[src/rtl/irq_pkg.sv]
// Shared definitions for the interrupt collector: FSM state encoding and default sizing.
package irq_pkg;

  localparam int DEF_N_SRC   = 4;
  localparam int DEF_CNT_W   = 8;
  localparam int DEF_HOLDOFF = 2;

  localparam logic [1:0] ENC_IDLE    = 2'd0;
  localparam logic [1:0] ENC_ACTIVE  = 2'd1;
  localparam logic [1:0] ENC_HOLDOFF = 2'd2;

  typedef enum logic [1:0] {
    S_IDLE    = ENC_IDLE,
    S_ACTIVE  = ENC_ACTIVE,
    S_HOLDOFF = ENC_HOLDOFF
  } irq_state_t;

  // Counter width able to hold HOLDOFF-1; never narrower than one bit.
  function automatic int hcnt_width(input int holdoff);
    return (holdoff > 1) ? $clog2(holdoff) : 1;
  endfunction

endpackage

[src/rtl/lsb_pri_enc.sv]
// Combinational lowest-set-bit priority encoder: index of the lowest request plus an any flag.
module lsb_pri_enc #(
  parameter int N  = 4,
  parameter int IW = $clog2(N)
) (
  input  logic [N-1:0]  req,
  output logic [IW-1:0] idx,
  output logic          any
);

  // Scan from the top down so the lowest set bit is the last assignment and wins.
  always_comb begin
    idx = '0;
    for (int i = N - 1; i >= 0; i--) begin
      if (req[i]) idx = IW'(i);
    end
  end

  assign any = |req;

endmodule

[src/rtl/irq_or_collector.sv]
// Collects level event lines into one registered interrupt with sticky pending bits,
// clear handshake, lowest-index id, post-clear hold-off and a saturating event counter.
module irq_or_collector
  import irq_pkg::*;
#(
  parameter int N_SRC   = DEF_N_SRC,
  parameter int CNT_W   = DEF_CNT_W,
  parameter int HOLDOFF = DEF_HOLDOFF
) (
  input  logic                     clk,
  input  logic                     rst,
  input  logic [N_SRC-1:0]         src,
  input  logic [N_SRC-1:0]         mask_en,
  input  logic                     clr_valid,
  input  logic [N_SRC-1:0]         clr_mask,
  output logic                     clr_ready,
  output logic                     irq,
  output logic [$clog2(N_SRC)-1:0] irq_id,
  output logic [N_SRC-1:0]         pend,
  output logic [CNT_W-1:0]         evt_cnt
);

  localparam int ID_W   = $clog2(N_SRC);
  localparam int HCNT_W = hcnt_width(HOLDOFF);

  logic [N_SRC-1:0]  src_q;
  logic [N_SRC-1:0]  mask_q;
  logic [N_SRC-1:0]  rise;
  logic [N_SRC-1:0]  act;
  logic              accept;
  logic [ID_W-1:0]   enc_idx;
  logic              enc_any;
  irq_state_t        state;
  irq_state_t        state_nxt;
  logic [ID_W-1:0]   id_nxt;
  logic [HCNT_W-1:0] hcnt;
  logic [HCNT_W-1:0] hcnt_nxt;
  logic              irq_nxt;

  assign rise   = src & ~src_q;
  assign act    = pend & mask_q;
  assign accept = clr_valid & clr_ready;

  lsb_pri_enc #(.N(N_SRC), .IW(ID_W)) u_enc (
    .req (act),
    .idx (enc_idx),
    .any (enc_any)
  );

  // Edge history and mask snapshot track their inputs through reset so held levels never count as edges.
  always_ff @(posedge clk) begin
    src_q  <= src;
    mask_q <= mask_en;
  end

  always_ff @(posedge clk) begin
    if (rst) begin
      state     <= S_IDLE;
      irq       <= 1'b0;
      irq_id    <= '0;
      hcnt      <= '0;
      clr_ready <= 1'b0;
      pend      <= '0;
      evt_cnt   <= '0;
    end else begin
      state     <= state_nxt;
      irq       <= irq_nxt;
      irq_id    <= id_nxt;
      hcnt      <= hcnt_nxt;
      clr_ready <= 1'b1;
      // A rise on a bit being cleared keeps it set.
      pend      <= rise | (pend & ~(clr_mask & {N_SRC{accept}}));
      if ((|rise) && (evt_cnt != {CNT_W{1'b1}})) evt_cnt <= evt_cnt + 1'b1;
    end
  end

  always_comb begin
    state_nxt = state;
    case (state)
      S_IDLE: begin
        if (enc_any) state_nxt = S_ACTIVE;
      end
      S_ACTIVE: begin
        if (accept && clr_mask[irq_id]) state_nxt = (HOLDOFF > 0) ? S_HOLDOFF : S_IDLE;
        else if (!act[irq_id])          state_nxt = S_IDLE;
      end
      S_HOLDOFF: begin
        if (hcnt == '0) state_nxt = S_IDLE;
      end
      default: state_nxt = S_IDLE;
    endcase
  end

  always_comb begin
    id_nxt   = irq_id;
    hcnt_nxt = hcnt;
    irq_nxt  = (state_nxt == S_ACTIVE);
    if (state == S_IDLE && enc_any) id_nxt = enc_idx;
    if (state == S_ACTIVE && state_nxt == S_HOLDOFF) hcnt_nxt = HCNT_W'(HOLDOFF - 1);
    else if (state == S_HOLDOFF && hcnt != '0)       hcnt_nxt = hcnt - 1'b1;
  end

endmodule

[config.mk]
export PLATFORM = sky130hd
export DESIGN_NAME = irq_or_collector
export DESIGN_NICKNAME = d
export VERILOG_FILES = /design/src/rtl/irq_pkg.sv /design/src/rtl/lsb_pri_enc.sv /design/src/rtl/irq_or_collector.sv
export SDC_FILE = /design/constraint.sdc
export NUM_CORES = 1
export LEC_CHECK = 0
export BUFFER_PORTS_ARGS = -buffer_cell sky130_fd_sc_hd__buf_4
export CAP_MARGIN = 20
export CORE_ASPECT_RATIO = 0.9
export CORE_UTILIZATION = 47
export CTS_BUF_LIST = sky130_fd_sc_hd__clkbuf_4
export DETAILED_ROUTE_END_ITERATION = 10
export GPL_TIMING_DRIVEN = 0
export PLACE_DENSITY = 0.81
export SYNTH_ARGS = -nofsm -noshare
export SYNTH_HDL_FRONTEND = slang
export SYNTH_SLANG_ARGS = --single-unit
export TNS_END_PERCENT = 20
[constraint.sdc]
create_clock -name clk -period 1.4 [get_ports clk]
set_input_delay 0.21 -clock clk [delete_from_list [all_inputs] [get_ports clk]]
set_output_delay 0.21 -clock clk [all_outputs]
set_load 0.03 [all_outputs]
==> impl_metrics.tcl, run 1 <==
set metrics [dict create \
    status "finished, violations left" \
    violations "setup timing" \
    numCtsBuffers 3 \
    skew_ns 0.00535 \
    grt_max_degree 15 \
    cts.sinks 27 \
    startpoint "irq_id[0]$_SDFFE_PP0P_" \
    hold_class "primary input to flop" \
    end_kind "flop" \
    avgRoutedWirePerCell_um 16.8 \
    grt_usage 0.235 \
    fin_cells 178 \
    drive_above_1_share 0.425 \
    syn-cell-area_mm2 0.00106 \
    hpwl_um 1940 \
    grt-ovfl-total 0 \
    synth_area_per_cell_um2 9.65 \
    rsz0062_at_grt "yes" \
    core_area_mm2 0.00203 \
    fin_ws_ns -0.0766 \
    num_rows 15 \
    netlist.area_leader.share 0.509 \
    cts_root_buf "clkbuf_4" \
    syn_inst 110 \
    io-pin-count 31 \
    vias 1078 \
    grt_first_pass_wirelength_um 4060 \
    drt_iter0_drc 26 \
    report.final.slew_viol_count 0 \
    ctsLongestPathBuffers 2 \
    hold_violations 0 \
    crit_path_max_fanout 2 \
    synthToLayoutAreaGrowth_pct 48.0 \
    gp_congestion 0.823 \
    insertion_delay_ns 0.32 \
    die_h_um 47.1 \
    ys.flop_type "dfxtp_1" \
    post-route-period-util 1.05 \
    tightest_slew_ns 0.472 \
    period_needed_ns 1.48 \
    die_width_um 52.1 \
    yosysWarnings 0 \
    synth_nets 126 \
    setup_viol 5 \
    maxCapViolCount 0 \
    yosysMostFrequentCell "dfxtp_1" \
    grt_pass1_vias 896 \
    initial_core_util 0.523 \
    synth_common_cells "dfxtp_1, a21oi_1, nand2_1" \
    synthArstFlopShare 0 \
    firstDrtPassIters 4 \
    power_leakage_nw 0.597 \
    dieArea_mm2 0.00245 \
    r2r-start "irq_id[0]$_SDFFE_PP0P_" \
    power.density_mw_per_mm2 935 \
    antenna_cells 0 \
    htreeDepth 1 \
    route.detailed.drc 0 \
    fmax_mhz 677 \
    crit_end "irq$_SDFF_PP0_" \
    cp.required_ns 1.68 \
    grt_antenna_before_repair 0 \
    yosysTopAreaCell "dfxtp_1" \
    path_class "flop to flop" \
    pre_cts_ws_ns -0.196 \
    critPathArrivalTime_ns 1.76 \
    viasPerCell 6.06 \
    port_buffers 29 \
    cts_tree "done" \
    synth-seq-cells 27 \
    synthTopCellsByArea "dfxtp_1, a21oi_1, mux4_2" \
    ys_types 34 \
    critPathLaunchType "flop" \
    ant_nets 0 \
    worst_r2r_endpoint "irq$_SDFF_PP0_" \
    hold_depth 4 \
    timing.reg2reg.setup_slack_ns -0.08 \
    wl_um 2990 \
    synth.yosys.seq_area_share 0.509 \
    fin_nets 170 \
    synth_edf_count 0 \
    r2r_cells 3 \
    dp.cells 164 \
    ir_worst_vdd_mv 0.971 \
    maxSlewHeadroom 0.685 \
    clkTransAtPathRegs_ns 0.14 \
]
-- cells in the final DEF (no fill, tap or decap), types with 2 or more instances in the layout --
cell type      instances
buf_4                 32
clkbuf_4               4
o31ai_1                2
o21ai_0                3
dlygate4sd3_1          8
dfxtp_4               10
dfxtp_1               15
nand2_1               10
nand3_1                4
clkbuf_1               3
nor2b_2                4
a21oi_1               13
dfxtp_2                2
mux4_2                 2
nor2_1                 5
or4_1                  2
a41oi_2                2
inv_1                  5
o21a_1                 2
-- area by class of cell --
| class | instances | area [um2] |
|---|---|---|
| Tap cell | 25 | 31.3 |
| Timing Repair Buffer | 39 | 313 |
| Buffer | 4 | 18.8 |
| Clock buffer | 4 | 30.0 |
| Inverter | 5 | 18.8 |
| Fill cell | 131 | 457 |
| Multi-Input combinational cell | 74 | 578 |
| Sequential cell | 27 | 581 |
-- layer usage --
layer | track usage | share of wire | routed length [um]
met1 | 0.276 | 0.41 | 1220
met2 | 0.410 | 0.54 | 1620
met3 | 0.0744 | 0.046 | 138
met4 | 0.0811 | 0.0057 | 17
met5 | 0 | 0 | 0
-- cells by family (layout without fill, tap and decap cells) --
group	after synthesis	count (layout)	synth area share
AO/OA/AOI/OAI	32	32	0.206
buffers and inverters	9	52	0.0330
adder cells (fa/ha/maj)	1	1	0.0118
AND/OR/NAND/NOR	39	39	0.197
flip-flops	27	27	0.509
multiplexers	2	2	0.0424
-- report_power, final --
group	total (mW)	internal [mW]	switching (mW)	leakage (nW)
sequential	0.842	0.801	0.0411	0.230
combinational	0.273	0.128	0.146	0.348
clock	0.352	0.131	0.221	0.0184
-- registers in the layout (all words and copies together), names as in the netlist --
| register | count |
|---|---|
| src_q | 4 |
| evt_cnt | 8 |
| pend | 4 |
| mask_q | 4 |
| state | 2 |
| irq_id | 2 |
| clr_ready | 1 |
| irq | 1 |
| hcnt | 1 |
-- worst min path at each step --
stage           startpoint  slack [ns]            endpoint
2_1_floorplan   mask_en[0]        0.24   mask_q[0]$_DFF_P_
3_3_place_gp    mask_en[2]        0.31   mask_q[2]$_DFF_P_
3_5_place_dp    mask_en[2]        0.32   mask_q[2]$_DFF_P_
4_1_cts        clr_mask[2]        0.20  pend[2]$_SDFF_PP0_
5_1_grt        clr_mask[3]        0.21  pend[3]$_SDFF_PP0_
6_report       clr_mask[3]        0.21  pend[3]$_SDFF_PP0_
-- repair_timing --
| action | 4_1_cts | 5_1_grt |
|---|---|---|
| setup endpoints to repair | 10 | 10 |
| endpoints found under the hold margin | 8 | 0 |
| hold buffers | 8 | 0 |
| buffers inserted | 1 | 1 |
| pin swaps | 1 | 2 |
| resized for setup | 7 | 10 |
-- critical path: stages, from the launching register on --
cell and delay [ns]:
dfxtp_4 0.38, mux4_2 0.55, a2111oi_4 0.34, o21a_1 0.16
-- through the flow --
| step | util | hold WS, ns | TNS [ns] | area [um2] | power (mW) |
|---|---|---|---|---|---|
| after floorplan | - | 0.238 | -0.202 | 1120 | 0.988 |
| after global placement | 0.674 | 0.315 | -0.582 | 1370 | 1.07 |
| after detailed placement | 0.674 | 0.316 | -0.870 | 1370 | 1.08 |
| after CTS | 0.743 | 0.200 | -0.274 | 1510 | 1.45 |
| after global routing | 0.775 | 0.206 | -0.609 | 1570 | 1.54 |
| final | 0.775 | 0.206 | -0.245 | 1570 | 1.47 |
No activity file was read; power rests on OpenSTA's default activity.
==> run 2, diff against run 1 <==
SETUP_SLACK_MARGIN = 0.02   (was not set)
==> impl_metrics.tcl, run 2 (same netlist as run 1, synthesis figures left out) <==
set metrics [dict create \
    crit_end "evt_cnt[6]$_SDFFE_PP0P_" \
    grt_usage 0.236 \
    num_rows 15 \
    grt_first_pass_wirelength_um 4120 \
    hold_class "primary input to flop" \
    insertion_delay_ns 0.32 \
    startpoint "src_q[0]$_DFF_P_" \
    crit_path_max_fanout 5 \
    placed_area_mm2 0.00138 \
    grt_pass1_vias 940 \
    cp.required_ns 1.61 \
    worst_r2r_endpoint "evt_cnt[6]$_SDFFE_PP0P_" \
    vias 1017 \
    top_register "evt_cnt" \
    fin_nets 172 \
    drive_above_1_share 0.445 \
    firstDrtPassIters 4 \
    fin_cells 180 \
    largest_reg_flops 8 \
    final_common_cell "buf_4" \
    antenna_cells 0 \
    report.final.slew_viol_count 0 \
    gp_congestion 0.871 \
    ir_worst_vdd_mv 1.08 \
    critPathArrivalTime_ns 1.66 \
    die_width_um 52.1 \
    status "finished, violations left" \
    avgRoutedWirePerCell_um 14.9 \
    skew_ns 0.00122 \
    maxSlewHeadroom 0.649 \
    pwr-share-seq 0.574 \
    fmax_mhz 687 \
    die_h_um 47.1 \
    grt_max_degree 15 \
    synthToLayoutAreaGrowth_pct 49.8 \
    fin_ws_ns -0.0561 \
    viasPerCell 5.65 \
    port_buffers 29 \
    violations "setup timing" \
    clkTransAtPathRegs_ns 0.13 \
    dieArea_mm2 0.00245 \
    path_class "flop to flop" \
    hpwl_um 1840 \
    rsz0062_at_grt "yes" \
    dp.cells 164 \
    switchingPower_mw 0.395 \
    r2r-start "src_q[0]$_DFF_P_" \
    hold_violations 0 \
    post-route-util 0.784 \
    timing.reg2reg.setup_slack_ns -0.06 \
    end_kind "flop" \
    sw_frac_of_total 0.270 \
    core_area_mm2 0.00203 \
    htreeDepth 1 \
    period_needed_ns 1.46 \
    maxCapViolCount 0 \
    initial_core_util 0.523 \
    finalSetupTns_ns -0.263 \
    ant_nets 0 \
    cts.sinks 27 \
    post-route-period-util 1.04 \
    p_int_mw 1.07 \
    io-pin-count 31 \
    grt_antenna_before_repair 0 \
    setup_viol 6 \
    stdcell_area_mm2 0.00159 \
    cts_root_buf "clkbuf_4" \
    r2r_cells 5 \
    route.detailed.drc 0 \
    drt_iter0_drc 29 \
    layout_common_cells "buf_4, dfxtp_1, a21oi_1, nand2_1, dfxtp_4" \
    numCtsBuffers 3 \
    tightest_slew_ns 0.527 \
    p_comb_frac 0.191 \
    cts_tree "done" \
    power.density_mw_per_mm2 919 \
    ctsLongestPathBuffers 2 \
    critPathLaunchType "flop" \
    pwr-share-clk 0.235 \
    wl_um 2680 \
    power_leakage_nw 0.612 \
    grt-ovfl-total 0 \
]
-- run 2: cell types whose count changed in the layout (fill, tap and decap cells not counted), sizes merged --
cell | before | now
buf | 32 | 34
-- run 2: worst min-delay path by stage --
stage                     depth (start not counted)  slack (ns)                       to   startpoint
after floorplan                                   0        0.24        mask_q[0]$_DFF_P_   mask_en[0]
after global placement                            1        0.32        mask_q[2]$_DFF_P_   mask_en[2]
after detailed placement                          1        0.32        mask_q[0]$_DFF_P_   mask_en[0]
after CTS                                         4        0.22       pend[1]$_SDFF_PP0_  clr_mask[1]
after global routing                              2        0.22  evt_cnt[5]$_SDFFE_PP0P_          rst
final                                             4        0.23       pend[2]$_SDFF_PP0_  clr_mask[2]
-- run 2: area by class of cell --
cell class                      count  area [um2]
Clock buffer                        4        30.0
Fill cell                         140         438
Timing Repair Buffer               41         328
Sequential cell                    27         583
Buffer                              4        18.8
Tap cell                           25        31.3
Multi-Input combinational cell     74         579
Inverter                            5        18.8
-- run 2: metal layers --
metal | vias up | global-route usage | share of wire
li1 | 505 | - | -
met1 | 486 | 0.287 | 0.43
met2 | 24 | 0.418 | 0.52
met3 | 2 | 0.0712 | 0.043
met4 | 0 | 0.0541 | 0.0030
met5 | - | 0 | 0
-- run 2: power by group through the flow --
| stage | logic (mW) | clock network (mW) | registers (mW) |
|---|---|---|---|
| 6_report | 0.279 | 0.343 | 0.839 |
| 5_1_grt | 0.300 | 0.395 | 0.845 |
| 4_1_cts | 0.264 | 0.350 | 0.837 |
| 3_5_place_dp | 0.234 | 0 | 0.851 |
| 3_3_place_gp | 0.226 | 0 | 0.850 |
| 2_1_floorplan | 0.0982 | 0 | 0.891 |
-- run 2: stage by stage --
stage	power, mW	setup WS (ns)	hold WS (ns)
floorplan	0.989	-0.0938	0.238
global placement	1.08	-0.135	0.315
detailed placement	1.09	-0.172	0.316
CTS	1.45	-0.0531	0.221
global route	1.54	-0.106	0.220
finish	1.46	-0.0561	0.226
-- run 2: critical path, cell delays in order, from the launching register on --
cell and delay (ns):
dfxtp_2 0.35, nor2b_2 0.05, buf_4 0.13, or4_4 0.57, a41oi_2 0.19, a311oi_1 0.06
-- run 2: repair_timing --
item,CTS,global route
buffers inserted,1,3
hold buffers,8,0
hold endpoints to repair,8,0
gates resized for setup,9,7
endpoints found under the setup margin,9,10
pin swaps,1,3
